## src/rtl/game_pkg.sv

```systemverilog
// Shared game types and screen constants.
// Used by the pipe scroller and its gap-height helper.
package game_pkg;

  localparam int SCREEN_W = 640;
  localparam int SCREEN_H = 480;
  localparam int COORD_W  = 11;

  typedef logic [COORD_W-1:0] coord_t;

  typedef enum logic [1:0] {
    IDLE,
    WAIT_FRAME,
    UPDATE,
    DONE
  } scroll_state_t;

endpackage

```

## src/rtl/gap_height_gen.sv

```systemverilog
// Gap height: GAP_MIN plus random LSBs,
// clamped so the gap never drops off screen.
module gap_height_gen
  import game_pkg::*;
#(
  parameter int GAP_MIN   = 200,
  parameter int GAP_MAX   = 470,
  parameter int RAND_BITS = 8
) (
  input  logic [RAND_BITS-1:0] rand_i,
  output coord_t               gap_o
);

  logic [11:0] sum;

  // 12-bit sum so the overflow case is visible before clamping
  assign sum = 12'(GAP_MIN)
             + {{(12-RAND_BITS){1'b0}}, rand_i};

  // saturate to the lowest allowed gap position
  assign gap_o = (sum > 12'(GAP_MAX))
               ? coord_t'(GAP_MAX)
               : sum[10:0];

endmodule

```

## src/rtl/pipe_scroller.sv

```systemverilog
// Pipe position/gap owner: steps all pipes once
// per tick, deferring updates while a frame is busy.
module pipe_scroller
  import game_pkg::*;
#(
  parameter int NUM_PIPES = 2,
  parameter int SCREEN_W  = 640,
  parameter int SPACING   = 320,
  parameter int STEP      = 1,
  parameter int GAP_MIN   = 200,
  parameter int GAP_MAX   = 470,
  parameter int RAND_BITS = 8,
  parameter int BIRD_X    = 100
) (
  input  logic                   clk,
  input  logic                   reset_n,
  input  logic                   tick,
  input  logic                   enable,
  input  logic                   restart,
  input  logic [9:0]             random,
  input  logic                   frame_busy,
  output coord_t [NUM_PIPES-1:0] pipe_x,
  output coord_t [NUM_PIPES-1:0] pipe_y,
  output logic                   passed,
  output logic                   update_done,
  output logic                   overrun
);

  localparam int IDX_W =
    (NUM_PIPES > 1) ? $clog2(NUM_PIPES) : 1;
  localparam logic [IDX_W-1:0] LAST_IDX =
    IDX_W'(NUM_PIPES - 1);
  localparam coord_t STEP_C    = coord_t'(STEP);
  localparam coord_t BIRD_C    = coord_t'(BIRD_X);
  localparam coord_t RESPAWN_C = coord_t'(SCREEN_W - 1);

  scroll_state_t state_q, state_d;
  logic          pending_q, pending_d;
  logic          overrun_q, overrun_d;
  logic          pass_q, pass_d;
  logic          passed_q, passed_d;
  logic          done_q, done_d;
  logic [IDX_W-1:0] idx_q, idx_d;

  coord_t [NUM_PIPES-1:0] pipe_x_q, pipe_x_d;
  coord_t [NUM_PIPES-1:0] pipe_y_q, pipe_y_d;

  coord_t gap;
  coord_t cur_x;
  coord_t nxt_x;
  logic   hit;

  gap_height_gen #(
    .GAP_MIN  (GAP_MIN),
    .GAP_MAX  (GAP_MAX),
    .RAND_BITS(RAND_BITS)
  ) u_gap (
    .rand_i(random[RAND_BITS-1:0]),
    .gap_o (gap)
  );

  if (RAND_BITS < 10) begin : g_rand_hi
    logic unused_rand;
    assign unused_rand = ^random[9:RAND_BITS];
  end

  // next-state: tick capture, FSM, per-pipe step, restart override
  always_comb begin
    state_d   = state_q;
    pending_d = pending_q;
    overrun_d = overrun_q;
    pass_d    = pass_q;
    passed_d  = 1'b0;
    done_d    = 1'b0;
    idx_d     = idx_q;
    pipe_x_d  = pipe_x_q;
    pipe_y_d  = pipe_y_q;
    cur_x     = pipe_x_q[idx_q];
    nxt_x     = cur_x - STEP_C;
    hit       = 1'b0;

    if (tick) begin
      if (pending_q || state_q != IDLE) begin
        overrun_d = 1'b1;
      end else begin
        pending_d = 1'b1;
      end
    end

    unique case (state_q)
      IDLE: begin
        if (pending_q) begin
          if (enable) begin
            state_d = WAIT_FRAME;
          end else begin
            pending_d = 1'b0;
          end
        end
      end
      WAIT_FRAME: begin
        if (!frame_busy) begin
          state_d   = UPDATE;
          idx_d     = '0;
          pending_d = 1'b0;
          pass_d    = 1'b0;
        end
      end
      UPDATE: begin
        if (cur_x < STEP_C) begin
          pipe_x_d[idx_q] = RESPAWN_C;
          pipe_y_d[idx_q] = gap;
        end else begin
          pipe_x_d[idx_q] = nxt_x;
          hit = (cur_x >= BIRD_C) && (nxt_x < BIRD_C);
        end
        if (idx_q == LAST_IDX) begin
          state_d  = DONE;
          done_d   = 1'b1;
          passed_d = pass_q | hit;
          pass_d   = 1'b0;
        end else begin
          idx_d  = idx_q + 1'b1;
          pass_d = pass_q | hit;
        end
      end
      DONE: begin
        state_d = IDLE;
      end
      default: begin
        state_d = IDLE;
      end
    endcase

    if (restart) begin
      state_d   = IDLE;
      pending_d = 1'b0;
      overrun_d = 1'b0;
      pass_d    = 1'b0;
      passed_d  = 1'b0;
      done_d    = 1'b0;
      idx_d     = '0;
      for (int i = 0; i < NUM_PIPES; i++) begin
        pipe_x_d[i] = coord_t'((i + 1) * SPACING - 1);
        pipe_y_d[i] = gap;
      end
    end
  end

  // state and pipe registers; reset restores the initial layout
  always_ff @(posedge clk or negedge reset_n) begin
    if (!reset_n) begin
      state_q   <= IDLE;
      pending_q <= 1'b0;
      overrun_q <= 1'b0;
      pass_q    <= 1'b0;
      passed_q  <= 1'b0;
      done_q    <= 1'b0;
      idx_q     <= '0;
      for (int i = 0; i < NUM_PIPES; i++) begin
        pipe_x_q[i] <= coord_t'((i + 1) * SPACING - 1);
        pipe_y_q[i] <= coord_t'(GAP_MIN);
      end
    end else begin
      state_q   <= state_d;
      pending_q <= pending_d;
      overrun_q <= overrun_d;
      pass_q    <= pass_d;
      passed_q  <= passed_d;
      done_q    <= done_d;
      idx_q     <= idx_d;
      pipe_x_q  <= pipe_x_d;
      pipe_y_q  <= pipe_y_d;
    end
  end

  assign pipe_x      = pipe_x_q;
  assign pipe_y      = pipe_y_q;
  assign passed      = passed_q;
  assign update_done = done_q;
  assign overrun     = overrun_q;

endmodule

```

## config.mk

```make
export PLATFORM = sky130hd
export DESIGN_NAME = pipe_scroller
export DESIGN_NICKNAME = d
export VERILOG_FILES = /design/src/rtl/game_pkg.sv /design/src/rtl/gap_height_gen.sv /design/src/rtl/pipe_scroller.sv
export SDC_FILE = /design/constraint.sdc
export NUM_CORES = 1
export LEC_CHECK = 0
export BUFFER_PORTS_ARGS = -buffer_cell sky130_fd_sc_hd__buf_2
export CAP_MARGIN = 30
export CORE_MARGIN = 4
export CORE_UTILIZATION = 45
export CTS_CLUSTER_DIAMETER = 30
export DETAILED_ROUTE_END_ITERATION = 6
export MAX_ROUTING_LAYER = met4
export PLACE_DENSITY = 0.78
export SETUP_SLACK_MARGIN = 0.02
export SKIP_LAST_GASP = 1
export SLEW_MARGIN = 5
export SYNTH_ARGS = -nofsm -noshare
export SYNTH_HDL_FRONTEND = slang
export SYNTH_HIERARCHICAL = 1
export SYNTH_SLANG_ARGS = --single-unit
```

## constraint.sdc

```tcl
create_clock -name clk -period 4.37 [get_ports clk]
set_input_delay 0.437 -clock clk [delete_from_list [all_inputs] [get_ports clk]]
set_output_delay 0.437 -clock clk [all_outputs]
set_load 0.005 [all_outputs]
```

==> results.yml, run 1 <==
finish:
  diodes: 0
  layout-drive-gt1-share: 0.368
  post-route-util: 0.540
  fin_nets: 374
  synthToLayoutAreaGrowth_pct: 13.9
synthesis:
  synth_xor_xnor_area_share: 0.0254
  synthMuxAreaShare: 0.135
  synth_top_family_by_area: "compound AO/OA/AOI/OAI gates"
  synth_compound_area_frac: 0.172
  ys_seq_area_frac: 0.429
  synth_flop_cell: "dfrtp_1"
  synth-seq-cells: 52
  postSynthAreaPerCell_um2: 10.5
  synth_warnings: 6
  synth_fa_ha_area_frac: 0.0323
  synth-edff-count: 0
  synth.distinct_cells: 67
  syn_area_um2: 3100
  synthCells: 295
  synth-simple-area-share: 0.162
  async_reset_ff_frac: 1.00
clock_tree:
  cts_tree: "done"
  clockRootBuffer: "clkbuf_8"
  cts_buffers: 5
  post_cts_buffers: 0
  clkLatencyLatePin_ns: 0.32
  cts_resized: 0
  cts_buffer_depth: 2
  path_clk_slew_ns: 0.11
  cts-htree-levels: 2
  cts_num_sinks: 52
  hold_buffers: 0
hold_path:
  worstHoldPathType: "in -> async"
timing:
  rsz0062_at_grt: "false"
  slew_violations: 0
  period_minus_slack_ns: 3.27
  max_slew_margin: 0.373
  finalCritPeriodShare: 0.748
  hold_viol: 0
  fin_skew_ns: 0.0107
  fmax_mhz: 306
  fin_setup_tns_ns: 0
  tightestPinTransition_ns: 0.941
  hold_ws_ns: 0.217
  finalSetupViolCount: 0
critical_path:
  cp_max_fo: 22
  critPathMaxStageDelay_ns: 0.79
  arrival_ns: 3.48
  critPathKind: "reg -> reg"
  critPathRequiredTime_ns: 4.58
  r2r_slack_ns: 1.10
  endpoint_kind: "flop"
  cp-start-kind: "flop"
  cp-startpoint: "idx_q"
  rr_startpoint: "idx_q"
  cp_common_cell: "buf_4"
  cp_slowest_cell: "dfrtp_1"
  crit_chain: "buf_4, or3b_2, a222oi_1, buf_4, and2_1, a21oi_2, mux2_1"
drt:
  wl_per_cell_um: 16.3
  drtAntennaViolNets: 0
  vias: 2438
  totalWireLength_um: 6970
  first_iter_violations: 126
  via_per_inst: 5.70
  dr.pass1.iters: 4
  drc: 0
global_route:
  grt_usage: 0.173
  first_global_vias: 2411
  antenna_found_initial: 0
  grt_start_max_net_pins: 53
  grt_overflow: 0
  grt_pass1_wl_um: 11500
die:
  die_y_um: 91.0
  num_rows: 29
  io_pins: 63
  initial_core_util: 0.474
  fp.dieW_um: 91.0
  core_area_um2: 6530
  die-area_um2: 8280
placed_design:
  hpwlAfterDp_um: 5090
  port_buffers: 60
  gp_congestion: 0.869
pwr:
  ir_drop_mv: 0.190
  p_leak_nw: 1.55
  powerDensity_nw_per_um2: 378
run:
  cap_violations: 0
status:
  outcome: "finished clean"
-- registers in the layout, indices dropped and copies added (netlist names) --
| signal | cells |
|---|---|
| pipe_x | 22 |
| pipe_y | 22 |
| state_q | 2 |
| idx_q | 1 |
| overrun | 1 |
| pass_q | 1 |
| passed | 1 |
| pending_q | 1 |
| update_done | 1 |
-- final cells by class --
class / instances / area, µm²
fill: 601 / 3000
multi-input combinational: 217 / 1640
sequential: 52 / 1330
timing repair buffer: 64 / 330
tap: 77 / 96.3
clock buffer: 5 / 68.8
inverter: 10 / 37.5
clock inverter: 3 / 25.0
-- cells by family (layout without fill, tap and decap cells) --
family          count (synthesis)  in the layout
compound gates                 77             77
buf+inv                        27             82
mux                            31             31
flops                          52             52
xor+xnor                        9              9
fa+ha+maj                       8              8
simple gates                   90             90
other cells                     1              2
-- where the power goes --
part / internal, mW / switching [mW] / total, mW / leakage (nW)
Sequential: 0.554 / 0.0626 / 0.617 / 0.610
Combinational: 0.193 / 0.231 / 0.424 / 0.892
Clock: 0.117 / 0.176 / 0.294 / 0.0452
Total: 0.864 / 0.470 / 1.33 / 1.55
-- layout by cell type, fill, tap and decap left out, drive strengths merged, types with 4 or more instances in the layout --
master	count
a211o	4
a211oi	6
a21o	4
a21oi	20
and2	4
and3	5
buf	64
clkbuf	5
dfrtp	31
dfstp	21
ha	8
inv	12
mux2	27
mux2i	4
nand2	22
nand3	9
nor2	15
nor3	5
nor3b	4
o21ai	14
or3	5
xor2	6
-- routing by layer --
metal  vias to the layer above  part of all wire  track usage
li1                       1182                 -            -
met1                      1170              0.45        0.219
met2                        81              0.49        0.288
met3                         5             0.055       0.0339
met4                         0            0.0063       0.0427
met5                         -                 0            -
-- metrics by stage --
stage                     instance area [µm²]  std cells  power, mW  worst slack (ns)
after floorplan                          3100        296      0.916              1.23
after CTS                                3520        427       1.34              1.10
after detailed placement                 3430        419       1.04              1.11
after global placement                   3430        419       1.03              1.14
after global routing                     3530        428       1.43             0.851
final                                    3530        428       1.33              1.10
-- final timing paths --
| kind | endpoint | cells after the start |
|---|---|---|
| min | pipe_x[10] | 2 |
| min in group clk | overrun | 3 |
| max | pipe_y[10] | 7 |
| max reg2reg | pipe_y[10] | 7 |
| min reg2reg | pipe_y[10] | 1 |
| max in group asynchronous | pipe_y[19] | 2 |
-- synth_stat cells, types with 4 or more instances --
master,n,area share
nor2_1,15,0.018
o21ai_0,9,0.015
nand2_1,22,0.027
ha_1,8,0.032
clkbuf_1,7,0.0085
xor2_1,6,0.017
inv_1,10,0.012
nand3_1,8,0.013
o21ai_1,5,0.0081
mux2_4,20,0.097
a211oi_1,5,0.012
buf_2,4,0.0065
and2_1,4,0.0081
mux2_1,4,0.015
nor3b_1,4,0.0097
and3_1,4,0.0081
mux2i_1,4,0.013
nor3_1,5,0.0081
a21oi_1,18,0.029
dfrtp_1,31,0.25
or3_1,4,0.0081
dfstp_2,21,0.18
-- worst max-delay path: cells and delay by family, from the launching register on --
kind | cells | cell delay (ns)
simple gates | 2 | 0.84
buf+inv | 2 | 0.56
compound gates | 2 | 0.58
mux | 1 | 0.39
flops | 1 | 0.79
(Power assumes the default switching activity.)
==> inputs of run 2 (changes only) <==
- clock period: 4.37 -> 3.26 ns (I/O delays scaled with it)
==> run 2 against run 1 <==
Global-route usage increased by 0.94 points. Hold slack improved by 0.056 ns. Maximum frequency is 15% higher. Largest cell class unchanged. Total power up 41%. First-iteration DRC count is 13% lower. Clock power grew 63%.
==> results.yml, run 2 (synthesis gave the netlist of run 1 again) <==
status:
  outcome: "finished clean"
placed_design:
  place_area_um2: 3440
  hpwlAfterDp_um: 5130
  port_buffers: 60
  gp_congestion: 0.870
  dp.cells: 421
timing:
  fin_setup_tns_ns: 0
  slew_violations: 0
  rsz0062_at_grt: "false"
  hold_viol: 0
  tightestPinTransition_ns: 0.923
  fin_skew_ns: 0.0104
  max_slew_margin: 0.384
  finalCritPeriodShare: 0.874
  period_minus_slack_ns: 2.85
  fmax_mhz: 351
  finalSetupViolCount: 0
  hold_ws_ns: 0.274
global_route:
  grt_start_max_net_pins: 37
  grt_overflow: 0
  first_global_vias: 2568
  grt_pass1_wl_um: 12100
  antenna_found_initial: 0
  grt_usage: 0.183
critical_path:
  cp-startpoint: "idx_q"
  cp_slowest_cell: "dfrtp_1"
  r2r.worst_path.cells: 7
  critPathRequiredTime_ns: 3.50
  cp_common_cell: "a21oi_1"
  crit_chain: "mux2i_1, ha_1, or4b_1, a21boi_1, a21oi_1, or4_1, a21oi_1"
  critPathMaxStageDelay_ns: 0.61
  worst_path_dominant_cell_family: "simple AND/OR/NAND/NOR gates"
  cp-start-kind: "flop"
  worstSetupPathDepth: 7
  rr_startpoint: "idx_q"
  cp_max_fo: 14
  r2r_slack_ns: 0.41
  path_buf_inv: 0
  endpoint_kind: "flop"
  critPathKind: "reg -> reg"
  arrival_ns: 3.09
finish:
  layout-drive-gt1-share: 0.368
  synthToLayoutAreaGrowth_pct: 15.3
  final_cells: 430
  fin_nets: 376
  final_area_um2: 3570
  diodes: 0
  layout_common_cells: "buf_2, dfrtp_1, nand2_1"
  layout.cells.most_common: "buf_2"
drt:
  wl_met1_um: 3090
  drc: 0
  via_per_inst: 5.78
  top_layer: "met4"
  wl_per_cell_um: 16.2
  first_iter_violations: 110
  drtAntennaViolNets: 0
  met3_length_um: 317
  totalWireLength_um: 6990
  vias: 2485
  wl_met2_um: 3400
  dr.pass1.iters: 4
pwr:
  internal_power_mw: 1.26
  finalPower_mw: 1.88
  powerDensity_nw_per_um2: 527
  p_seq_frac: 0.436
  ir_drop_mv: 0.235
  p_switching_uw: 626
  pwr-share-comb: 0.310
  p_leak_nw: 1.57
  clock_power_share: 0.254
  p_sw_frac: 0.332
die:
  core_area_um2: 6530
  io_pins: 63
  num_rows: 29
  initial_core_util: 0.474
  fp.dieW_um: 91.0
  die_y_um: 91.0
  die-area_um2: 8280
clock_tree:
  cts_tree: "done"
  path_clk_slew_ns: 0.10
  cts_buffer_depth: 2
  cts_num_sinks: 52
  cts_resized: 0
  cts_buffers: 5
  clkLatencyLatePin_ns: 0.32
  cts-htree-levels: 2
  clockRootBuffer: "clkbuf_8"
hold_path:
  worstHoldPathType: "in -> reg"
  hold_start: "tick"
  min_path_cells: 3
run:
  cap_violations: 0
==> run 2: path summary, 6_finish.rpt <==
| check | end |
|---|---|
| max in group asynchronous | pipe_x[0] |
| worst min register to register | pipe_y[10] |
| min in group asynchronous | pipe_x[7] |
| worst min-delay path | overrun |
| worst max register to register | pipe_x[19] |
| worst max-delay path | pipe_x[19] |
==> run 2: tightest hold or removal path, delay by kind of cell <==
family,cells,cell delay [ns]
AO/OA/AOI/OAI,1,0.05
AND/OR/NAND/NOR,1,0.09
buffers and inverters,1,0.09
==> run 2: layout make-up <==
class                           instances  area, µm²
Fill cell                             614       2960
Multi-Input combinational cell        217       1640
Sequential cell                        52       1330
Timing Repair Buffer                   66        348
Tap cell                               77       96.3
Clock buffer                            6       82.6
Clock inverter                          2       38.8
Inverter                               10       37.5
==> run 2: repair_timing <==
| action | CTS | global route |
|---|---|---|
| hold buffers | 1 | 0 |
| setup buffers | 0 | 0 |
| hold endpoints to repair | 9 | 0 |
==> run 2: per-layer routing <==
metal,up-vias,track usage
li1,1193,-
met4,0,0.0729
met1,1212,0.220
met5,-,-
met2,65,0.304
met3,15,0.0322
==> run 2: stage by stage <==
stage	setup WS, ns	utilization
6_report	0.410	0.547
5_1_grt	0.185	0.547
4_1_cts	0.404	0.547
3_5_place_dp	0.411	0.527
3_3_place_gp	0.410	0.527
2_1_floorplan	0.116	-
==> run 2: power by group through the flow <==
| stage | Combinational [mW] | Clock, mW | Sequential, mW |
|---|---|---|---|
| floorplan | 0.415 | 0 | 0.812 |
| CTS | 0.588 | 0.486 | 0.822 |
| finish | 0.584 | 0.479 | 0.821 |
| detailed placement | 0.582 | 0 | 0.830 |
| global route | 0.656 | 0.519 | 0.836 |
| global placement | 0.563 | 0 | 0.827 |
==> inputs of run 3 (changes only) <==
- CORE_MARGIN: 4 -> 2
==> run 3 against run 2 <==
Routed wire length increased by 0.84%. Sequential power shrank 0.7%. Largest power group unchanged. Clock power decreased by 21%. Setup slack improved by 0.062 ns. Largest cell class unchanged. Register-to-register slack gained 0.06 ns. Design area fell by 0.88%. Global-route usage up 1.7 points. Critical endpoint is now pipe_y[21]. Via count grew 0.44%. Cell count increased by 0.70%. Maximum frequency grew 2.2%. Combinational power is 2% higher.
==> results.yml, run 3 (synthesis gave the netlist of run 1 again) <==
clock_tree:
  clkLatencyLatePin_ns: 0.31
  cts_resized: 0
  path_clk_slew_ns: 0.10
  post_cts_buffers: 0
  clockRootBuffer: "clkbuf_8"
  cts-htree-levels: 2
  cts_buffer_depth: 2
  hold_buffers: 0
  cts_num_sinks: 52
  cts_buffers: 5
  cts_tree: "done"
timing:
  tightestPinTransition_ns: 0.918
  rsz0062_at_grt: "false"
  fin_skew_ns: 0.00811
  finalSetupViolCount: 0
  hold_viol: 0
  finalCritPeriodShare: 0.855
  slew_violations: 0
  max_slew_margin: 0.388
  period_minus_slack_ns: 2.79
  fin_setup_tns_ns: 0
  fmax_mhz: 359
global_route:
  grt_start_max_net_pins: 39
  grt_overflow: 0
  first_global_vias: 2450
  grt_pass1_wl_um: 11600
  antenna_found_initial: 0
  grt_usage: 0.200
pwr:
  p_leak_nw: 1.55
  ir_drop_mv: 0.207
  powerDensity_nw_per_um2: 504
die:
  die-area_um2: 7560
  initial_core_util: 0.461
  core_area_um2: 6720
  num_rows: 30
  io_pins: 63
  fp.dieW_um: 87.0
  die_y_um: 87.0
finish:
  synthToLayoutAreaGrowth_pct: 14.3
  layout_common_cells: "buf_2, dfrtp_1, nand2_1"
  fin_nets: 376
  final_area_um2: 3540
  diodes: 0
  layout-drive-gt1-share: 0.368
  layout.cells.most_common: "buf_2"
drt:
  via_per_inst: 5.76
  dr.pass1.iters: 4
  wl_per_cell_um: 16.3
  totalWireLength_um: 7050
  vias: 2496
  first_iter_violations: 86
  drtAntennaViolNets: 0
  drc: 0
critical_path:
  worst_path_dominant_cell_family: "simple AND/OR/NAND/NOR gates"
  critPathMaxStageDelay_ns: 0.60
  endpoint_kind: "flop"
  cp_max_fo: 24
  cp_slowest_cell: "or4_1"
  critPathRequiredTime_ns: 3.47
  crit_chain: "buf_4, or4_1, a222oi_1, and2_1, a21oi_2, mux2_1"
  path_buf_inv: 1
  critPathKind: "reg -> reg"
  cp-start-kind: "flop"
  arrival_ns: 2.99
placed_design:
  gp_congestion: 0.909
  place_area_um2: 3450
  port_buffers: 60
  hpwlAfterDp_um: 5070
status:
  outcome: "finished clean"
run:
  cap_violations: 0
hold_path:
  worstHoldPathType: "in -> async"
[run 3: cell count changes in the layout (fill, tap and decap cells not counted), sizes merged]
cell | previous run | this run
dlygate4sd3 | 1 | 0
clkinvlp | 0 | 1
clkinv | 1 | 0
bufinv | 1 | 0
buf | 65 | 66
inv | 10 | 11
[run 3: path summary, 6_finish.rpt]
check | slack (ns) | cells after the start | end | start
max | 0.47 | 6 | pipe_y[21] | idx_q
min | 0.12 | 1 | overrun | reset_n
max reg2reg | 0.47 | 6 | pipe_y[21] | idx_q
min reg2reg | 0.50 | 1 | pipe_y[21] | pipe_y[21]
max in group asynchronous | 2.34 | 2 | pipe_x[14] | reset_n
min in group clk | 0.26 | 3 | overrun | tick
[run 3: worst register-to-register path, cell delays in order, from the launching register on]
cell and delay, ns:
dfrtp_1 0.47, buf_4 0.25, or4_1 0.60, a222oi_1 0.44, and2_1 0.28, a21oi_2 0.25
mux2_1 0.40
[run 3: power breakdown]
group          total, mW  switching [mW]  internal, mW
combinational      0.595           0.331         0.263
clock              0.377           0.222         0.155
sequential         0.815          0.0715         0.744
total               1.79           0.625          1.16
[run 3: metal layers]
layer / routed length [µm] / global-route usage / vias up
li1: - / - / 1189
met1: 3100 / 0.244 / 1223
met2: 3490 / 0.336 / 73
met3: 366 / 0.0379 / 11
met4: 90 / 0.0597 / 0
met5: 0 / - / -
[run 3: cell type report]
cell class / count / area [µm²]
Clock buffer: 6 / 72.6
Clock inverter: 2 / 16.3
Fill cell: 629 / 3180
Inverter: 10 / 37.5
Multi-Input combinational cell: 217 / 1640
Sequential cell: 52 / 1330
Tap cell: 80 / 100
Timing Repair Buffer: 66 / 345
[run 3: per-stage QoR]
| step | utilization | cells | total power [mW] | setup slack (ns) | hold slack, ns |
|---|---|---|---|---|---|
| 2_1_floorplan | - | 296 | 1.23 | 0.116 | 0.0304 |
| 3_3_place_gp | 0.514 | 425 | 1.39 | 0.480 | 0.468 |
| 4_1_cts | 0.527 | 433 | 1.79 | 0.458 | 0.140 |
| 6_report | 0.527 | 433 | 1.79 | 0.472 | 0.116 |
| 5_1_grt | 0.527 | 433 | 1.91 | 0.330 | 0.180 |
| 3_5_place_dp | 0.514 | 425 | 1.42 | 0.454 | 0.479 |
